## config.mk

```make
export PLATFORM = sky130hd
export DESIGN_NAME = sbio_tx_arbiter
export DESIGN_NICKNAME = d
export VERILOG_FILES = /design/src/rtl/sbio_tx_arbiter.sv
export SDC_FILE = /design/constraint.sdc
export NUM_CORES = 1
export LEC_CHECK = 0
export ABC_CLOCK_PERIOD_IN_PS = 1600
export BUFFER_PORTS_ARGS = -buffer_cell sky130_fd_sc_hd__buf_2
export CAP_MARGIN = 10
export CORE_AREA = 2 2 58 115
export DETAILED_ROUTE_END_ITERATION = 8
export DIE_AREA = 0 0 60 117
export PLACE_DENSITY = 0.53
export SLEW_MARGIN = 20
export SYNTH_ARGS = -nofsm -noshare
export SYNTH_HDL_FRONTEND = slang
export SYNTH_SLANG_ARGS = --single-unit
```

## constraint.sdc

```tcl
create_clock -name clk -period 1.6 [get_ports clk]
set_input_delay 0.24 -clock clk [delete_from_list [all_inputs] [get_ports clk]]
set_output_delay 0.24 -clock clk [all_outputs]
set_load 0.01 [all_outputs]
```

## src/rtl/sbio_tx_arbiter.sv

```systemverilog
`default_nettype none
// ============================================================================
// Module   : sbio_tx_arbiter
// Purpose  : Fixed-priority arbiter and framer for a narrow serial link.
//            Three sources (scan, out, read) compete for the link. The winner's
//            word is serialised as one frame:
//              START (pattern 1) -> HDR (source id) -> PAYLOAD_CYCLES symbols,
//            LSB first. Frames can run back to back with no idle gap.
//            Priority is read > out > scan. A read may optionally be held off
//            while too many read frames are still waiting for their response.
// Optional : SBIO_TX_READ_LIMIT_EN - when defined, the outstanding-read
//            counter and read-eligibility limit are built. When undefined, a
//            read is always eligible, rd_rsp_done is ignored and outstanding
//            reads as 0.
// Ports    :
//   clk          in   1            rising-edge clock
//   reset        in   1            asynchronous, active-high reset
//   req_valid    in   3            per-source request (0 scan, 1 out, 2 read)
//   req_data     in   3*WORD_SIZE  per-source payload, source i at [i*WORD_SIZE +: WORD_SIZE]
//   req_ready    out  3            one-hot grant, combinational
//   rd_rsp_done  in   1            one pulse per read response received
//   tx_pins      out  IO_BITS      registered serial symbol
//   busy         out  1            high while a frame is being sent
//   outstanding  out  3            unanswered read frames
// Revision : 1.0 - initial release
// ============================================================================
module sbio_tx_arbiter #(
  parameter int IO_BITS         = 2,
  parameter int PAYLOAD_CYCLES  = 8,
  parameter int MAX_OUTSTANDING = 3,
  localparam int WORD_SIZE      = PAYLOAD_CYCLES * IO_BITS
) (
  input  logic                   clk,
  input  logic                   reset,
  input  logic [2:0]             req_valid,
  input  logic [3*WORD_SIZE-1:0] req_data,
  output logic [2:0]             req_ready,
  input  logic                   rd_rsp_done,
  output logic [IO_BITS-1:0]     tx_pins,
  output logic                   busy,
  output logic [2:0]             outstanding
);

  localparam int                CNT_W     = (PAYLOAD_CYCLES > 1) ? $clog2(PAYLOAD_CYCLES) : 1;
  localparam logic [CNT_W-1:0]  LAST_CNT  = CNT_W'(PAYLOAD_CYCLES - 1);
  localparam logic [2:0]        MAX_OUT_W = 3'(MAX_OUTSTANDING);

  typedef enum logic [1:0] {
    ST_IDLE  = 2'd0,
    ST_START = 2'd1,
    ST_HDR   = 2'd2,
    ST_PAY   = 2'd3
  } state_t;

  // --------------------------------------------------------------------------
  // State
  // --------------------------------------------------------------------------
  state_t               state_q,       state_d;
  logic [IO_BITS-1:0]   tx_pins_q,     tx_pins_d;
  logic                 busy_q,        busy_d;
  logic [WORD_SIZE-1:0] shift_q,       shift_d;
  logic [1:0]           hdr_q,         hdr_d;
  logic [CNT_W-1:0]     cnt_q,         cnt_d;
  logic                 armed_q,       armed_d;
  logic [2:0]           outstanding_q, outstanding_d;

  // --------------------------------------------------------------------------
  // Arbitration
  // --------------------------------------------------------------------------
  logic                 grant_window;
  logic                 rd_eligible;
  logic                 win_valid;
  logic [1:0]           win_idx;
  logic [WORD_SIZE-1:0] win_data;
  logic                 grant;

  // armed_q stays low for the first cycle after reset release, so the
  // earliest grant is in the second cycle.
  assign grant_window = armed_q &&
                        ((state_q == ST_IDLE) ||
                         ((state_q == ST_PAY) && (cnt_q == LAST_CNT)));

`ifdef SBIO_TX_READ_LIMIT_EN
  assign rd_eligible = (outstanding_q < MAX_OUT_W);
`else
  assign rd_eligible = 1'b1;
`endif

  always_comb begin
    win_valid = 1'b0;
    win_idx   = 2'd0;
    if (req_valid[2] && rd_eligible) begin
      win_valid = 1'b1;
      win_idx   = 2'd2;
    end else if (req_valid[1]) begin
      win_valid = 1'b1;
      win_idx   = 2'd1;
    end else if (req_valid[0]) begin
      win_valid = 1'b1;
      win_idx   = 2'd0;
    end
  end

  always_comb begin
    win_data = req_data[0 +: WORD_SIZE];
    case (win_idx)
      2'd1:    win_data = req_data[WORD_SIZE +: WORD_SIZE];
      2'd2:    win_data = req_data[2*WORD_SIZE +: WORD_SIZE];
      default: win_data = req_data[0 +: WORD_SIZE];
    endcase
  end

  always_comb begin
    req_ready = 3'b000;
    if (grant_window && win_valid) begin
      req_ready = 3'b001 << win_idx;
    end
  end

  assign grant = |req_ready;

  // --------------------------------------------------------------------------
  // Framer next state. tx_pins is registered, so every branch computes the
  // symbol that appears on the pins in the following cycle.
  // --------------------------------------------------------------------------
  always_comb begin
    state_d   = state_q;
    tx_pins_d = tx_pins_q;
    busy_d    = busy_q;
    shift_d   = shift_q;
    hdr_d     = hdr_q;
    cnt_d     = cnt_q;
    armed_d   = 1'b1;

    case (state_q)
      ST_IDLE: begin
        tx_pins_d = '0;
        busy_d    = 1'b0;
      end
      ST_START: begin
        state_d   = ST_HDR;
        tx_pins_d = IO_BITS'(hdr_q);
      end
      ST_HDR: begin
        state_d   = ST_PAY;
        cnt_d     = '0;
        tx_pins_d = shift_q[IO_BITS-1:0];
        shift_d   = shift_q >> IO_BITS;
      end
      ST_PAY: begin
        if (cnt_q == LAST_CNT) begin
          state_d   = ST_IDLE;
          tx_pins_d = '0;
          busy_d    = 1'b0;
        end else begin
          cnt_d     = cnt_q + CNT_W'(1);
          tx_pins_d = shift_q[IO_BITS-1:0];
          shift_d   = shift_q >> IO_BITS;
        end
      end
      default: begin
        state_d   = ST_IDLE;
        tx_pins_d = '0;
        busy_d    = 1'b0;
      end
    endcase

    // A grant can only happen in IDLE or the last payload cycle; it starts
    // the next frame immediately and captures the winner's word.
    if (grant) begin
      state_d   = ST_START;
      tx_pins_d = IO_BITS'(1);
      busy_d    = 1'b1;
      hdr_d     = win_idx;
      shift_d   = win_data;
    end
  end

  // --------------------------------------------------------------------------
  // Outstanding read counter
  // --------------------------------------------------------------------------
`ifdef SBIO_TX_READ_LIMIT_EN
  always_comb begin
    outstanding_d = outstanding_q;
    // A grant and a response in the same cycle cancel out.
    if (req_ready[2] && !rd_rsp_done) begin
      outstanding_d = outstanding_q + 3'd1;
    end else if (!req_ready[2] && rd_rsp_done && (outstanding_q != 3'd0)) begin
      outstanding_d = outstanding_q - 3'd1;
    end
  end
`else
  logic unused_cfg;
  assign unused_cfg = ^{rd_rsp_done, MAX_OUT_W};

  always_comb begin
    outstanding_d = 3'd0;
  end
`endif

  // --------------------------------------------------------------------------
  // Registers
  // --------------------------------------------------------------------------
  always_ff @(posedge clk or posedge reset) begin
    if (reset) begin
      state_q       <= ST_IDLE;
      tx_pins_q     <= '0;
      busy_q        <= 1'b0;
      shift_q       <= '0;
      hdr_q         <= 2'd0;
      cnt_q         <= '0;
      armed_q       <= 1'b0;
      outstanding_q <= 3'd0;
    end else begin
      state_q       <= state_d;
      tx_pins_q     <= tx_pins_d;
      busy_q        <= busy_d;
      shift_q       <= shift_d;
      hdr_q         <= hdr_d;
      cnt_q         <= cnt_d;
      armed_q       <= armed_d;
      outstanding_q <= outstanding_d;
    end
  end

  assign tx_pins     = tx_pins_q;
  assign busy        = busy_q;
  assign outstanding = outstanding_q;

endmodule

`default_nettype wire
```

==> impl_results.md <==
- Final hold slack: 28.9 ps
- Standard-cell rows: 41
- Synth cell count leaders: 29 x nand2_1, 27 x dfrtp_1, 20 x nor2_1
- Routability cong.: 0.753
- Nets@finish: 333
- Total Power: 3.50 mW
- Final period utilization: 1.14
- Post-synth cell types: 30
- Total track usage: 0.127
- CTS tree: done
- Die Y: 117 um
- DP Worst Slack: -158 ps
- Std-Cell Core Area: 6210 sq um
- First DRT Iteration DRCs: 36
- Main synth FF type: dfrtp_1
- Max FO, Critical Path: 5
- ANT nets after route: 0
- TritonCTS Buffers: 3
- Crit start category: flop
- Die width: 60 um
- Yosys top cell by area: dfrtp_1
- Max-slew violations: 0
- Worst-Skew Late Latency: 260 ps
- Pre-Repair DR Iteration Count: 4
- CP arrival: 1580 ps
- WS Path Type: flop to output port
- Area contributors post-synth: dfrtp_1 40%, mux2i_1 9.5%, nand2_1 6.4%
- Wire length per cell: 12.1 um
- Cts hold-fix bufs: 0
- Max Buffers Root-to-Sink: 2
- Status: finished, violations left
- Max-cap violations: 0
- Clock Power Share: 0.161
- Hpwl dp: 3110 um
- Post-synth top area share: 0.399
- Area Growth Syn to Fin: 51.5%
- Skew final: 1.38 ps
- Grt total ovfl: 0
- DR vias/cell: 4.59
- Switch share: 0.355
- Int Power: 2.25 mW
- Asr flop ratio synth: 1.00
- Combinational share of power: 0.536
- EDFF count, synth: 0
- Seq pwr share: 0.303
- First-pass GRT wire length: 6990 um
- Layout cells sized above 1: 0.485
- Initial core utilization: 0.273
- Count leader, synth: nand2_1
- Critical path required time: 1360 ps
- PwrDens: 1360 nW/um^2
- # clock sinks: 27
- Largest net degree at the start of global routing: 35
- Avg Cell Area, Syn: 9.20 sq um
- Gate Count Post-Synth: 184
- I/O Buffers: 58
- Worst vdd ir: 0.000919 V
- Register area share after synthesis: 0.399
- Switching power: 1.24 mW
- Critical Path Sink Type: output port
- Clock root cell: clkbuf_16
- Boundary Pins: 63
- Vias in the first global route: 1518
- RSZ-0062 raised after global routing: yes
- Total wire length: 4310 um
- Failing checks: setup timing
- Final hold vios: 0
- Initial antenna violation count: 0
- Die area: 7020 sq um
- F_max: 550 MHz
- Post-route worst setup slack: -218 ps
- H-tree depth: 1
- Ys Warns: 0
- Static leakage: 1.25 nW
- Vias: 1633
- Synth Cell Area: 1690 sq um
- Clock slew at reported path FFs: 60 ps
- Flops & latches, synth: 27
- Crit path time final: 1820 ps
- Final setup fails: 24
- Ant diodes: 0
- Remaining DRCs: 0
- Hold Path Class: primary input to asynchronous set/reset pin
## cell usage in the layout, fill, tap and decap left out, types with 3 or more instances in the layout
master,Yosys,routed
dfrtp_1,27,27
buf_2,3,58
a31oi_1,14,13
buf_6,2,10
mux2i_1,16,16
conb_1,2,4
inv_1,6,4
ha_1,8,4
buf_4,8,25
nand2_1,29,29
a21oi_1,4,4
nor2_1,20,19
clkbuf_16,0,3
o21ai_1,0,4
a211oi_2,0,13
## worst max-delay path, cell delays in order (launching register included)
cell	delay (ps)
dfrtp_1	390
ha_2	200
ha_4	160
a21o_4	210
o311ai_4	140
nor2_2	60
buf_2	150
## what timing repair did
item / in CTS / in global routing
resized for setup: 41 / 5
endpoints found under the setup margin: 25 / 26
buffers inserted: 10 / 5
pin swaps: 21 / 4
## per-stage QoR
| step | area (sq um) | instances | TNS, ps | utilization |
|---|---|---|---|---|
| final | 2560 | 356 | -2610 | 0.413 |
| after global placement | 2210 | 341 | -2190 | 0.356 |
| after global routing | 2560 | 356 | -4490 | 0.413 |
| after floorplan | 1710 | 186 | 0 | - |
| after CTS | 2500 | 354 | -2660 | 0.403 |
| after detailed placement | 2210 | 341 | -2370 | 0.356 |
## power groups by stage
stage	clock network [mW]	logic, mW	registers, mW
final	0.562	1.88	1.06
after global routing	0.612	2.08	1.09
after CTS	0.578	1.75	1.06
after detailed placement	0	1.56	1.06
after global placement	0	1.53	1.05
after floorplan	0	0.929	1.05
## flip-flops by register name, indices dropped and copies added, names as in the netlist
register,flops
shift_q,16
cnt_q,3
hdr_q,2
state_q,2
tx_pins,2
armed_q,1
busy,1
## worst paths after layout
check / startpoint / end / slack [ps] / depth (start not counted)
worst max-delay path: cnt_q[1]$_DFFE_PP0P_ / req_ready[2] / -220 / 6
worst min-delay path: reset / cnt_q[2]$_DFFE_PP0P_ / 30 / 3
worst max register to register: cnt_q[1]$_DFFE_PP0P_ / shift_q[4]$_DFFE_PP0P_ / -150 / 8
worst min register to register: hdr_q[0]$_DFFE_PP0N_ / hdr_q[0]$_DFFE_PP0N_ / 490 / 1
max in group asynchronous: reset / shift_q[4]$_DFFE_PP0P_ / 1310 / 3
min in group clk: req_data[47] / shift_q[15]$_DFFE_PP0P_ / 270 / 3
## routing by layer
layer / global-route usage / share of wire
met5: 0 / 0
met1: 0.178 / 0.47
met2: 0.205 / 0.46
met3: 0.0187 / 0.064
met4: 0.0267 / 0.0058
## cell type report
type | count | area (sq um)
Inverter | 6 | 22.5
Sequential cell | 27 | 676
Multi-Input combinational cell | 137 | 1030
Clock buffer | 4 | 78.8
Timing Repair Buffer | 96 | 646
Fill cell | 632 | 3640
Tap cell | 86 | 108
## kinds of logic after synthesis
group | share of synthesized area
AO/OA/AOI/OAI | 0.202
other | 0.00444
multiplexers | 0.108
buffers and inverters | 0.0776
flip-flops | 0.399
AND/OR/NAND/NOR | 0.150
adder cells (fa/ha/maj) | 0.0591
Note: power is estimated with default switching activity, not from simulation.
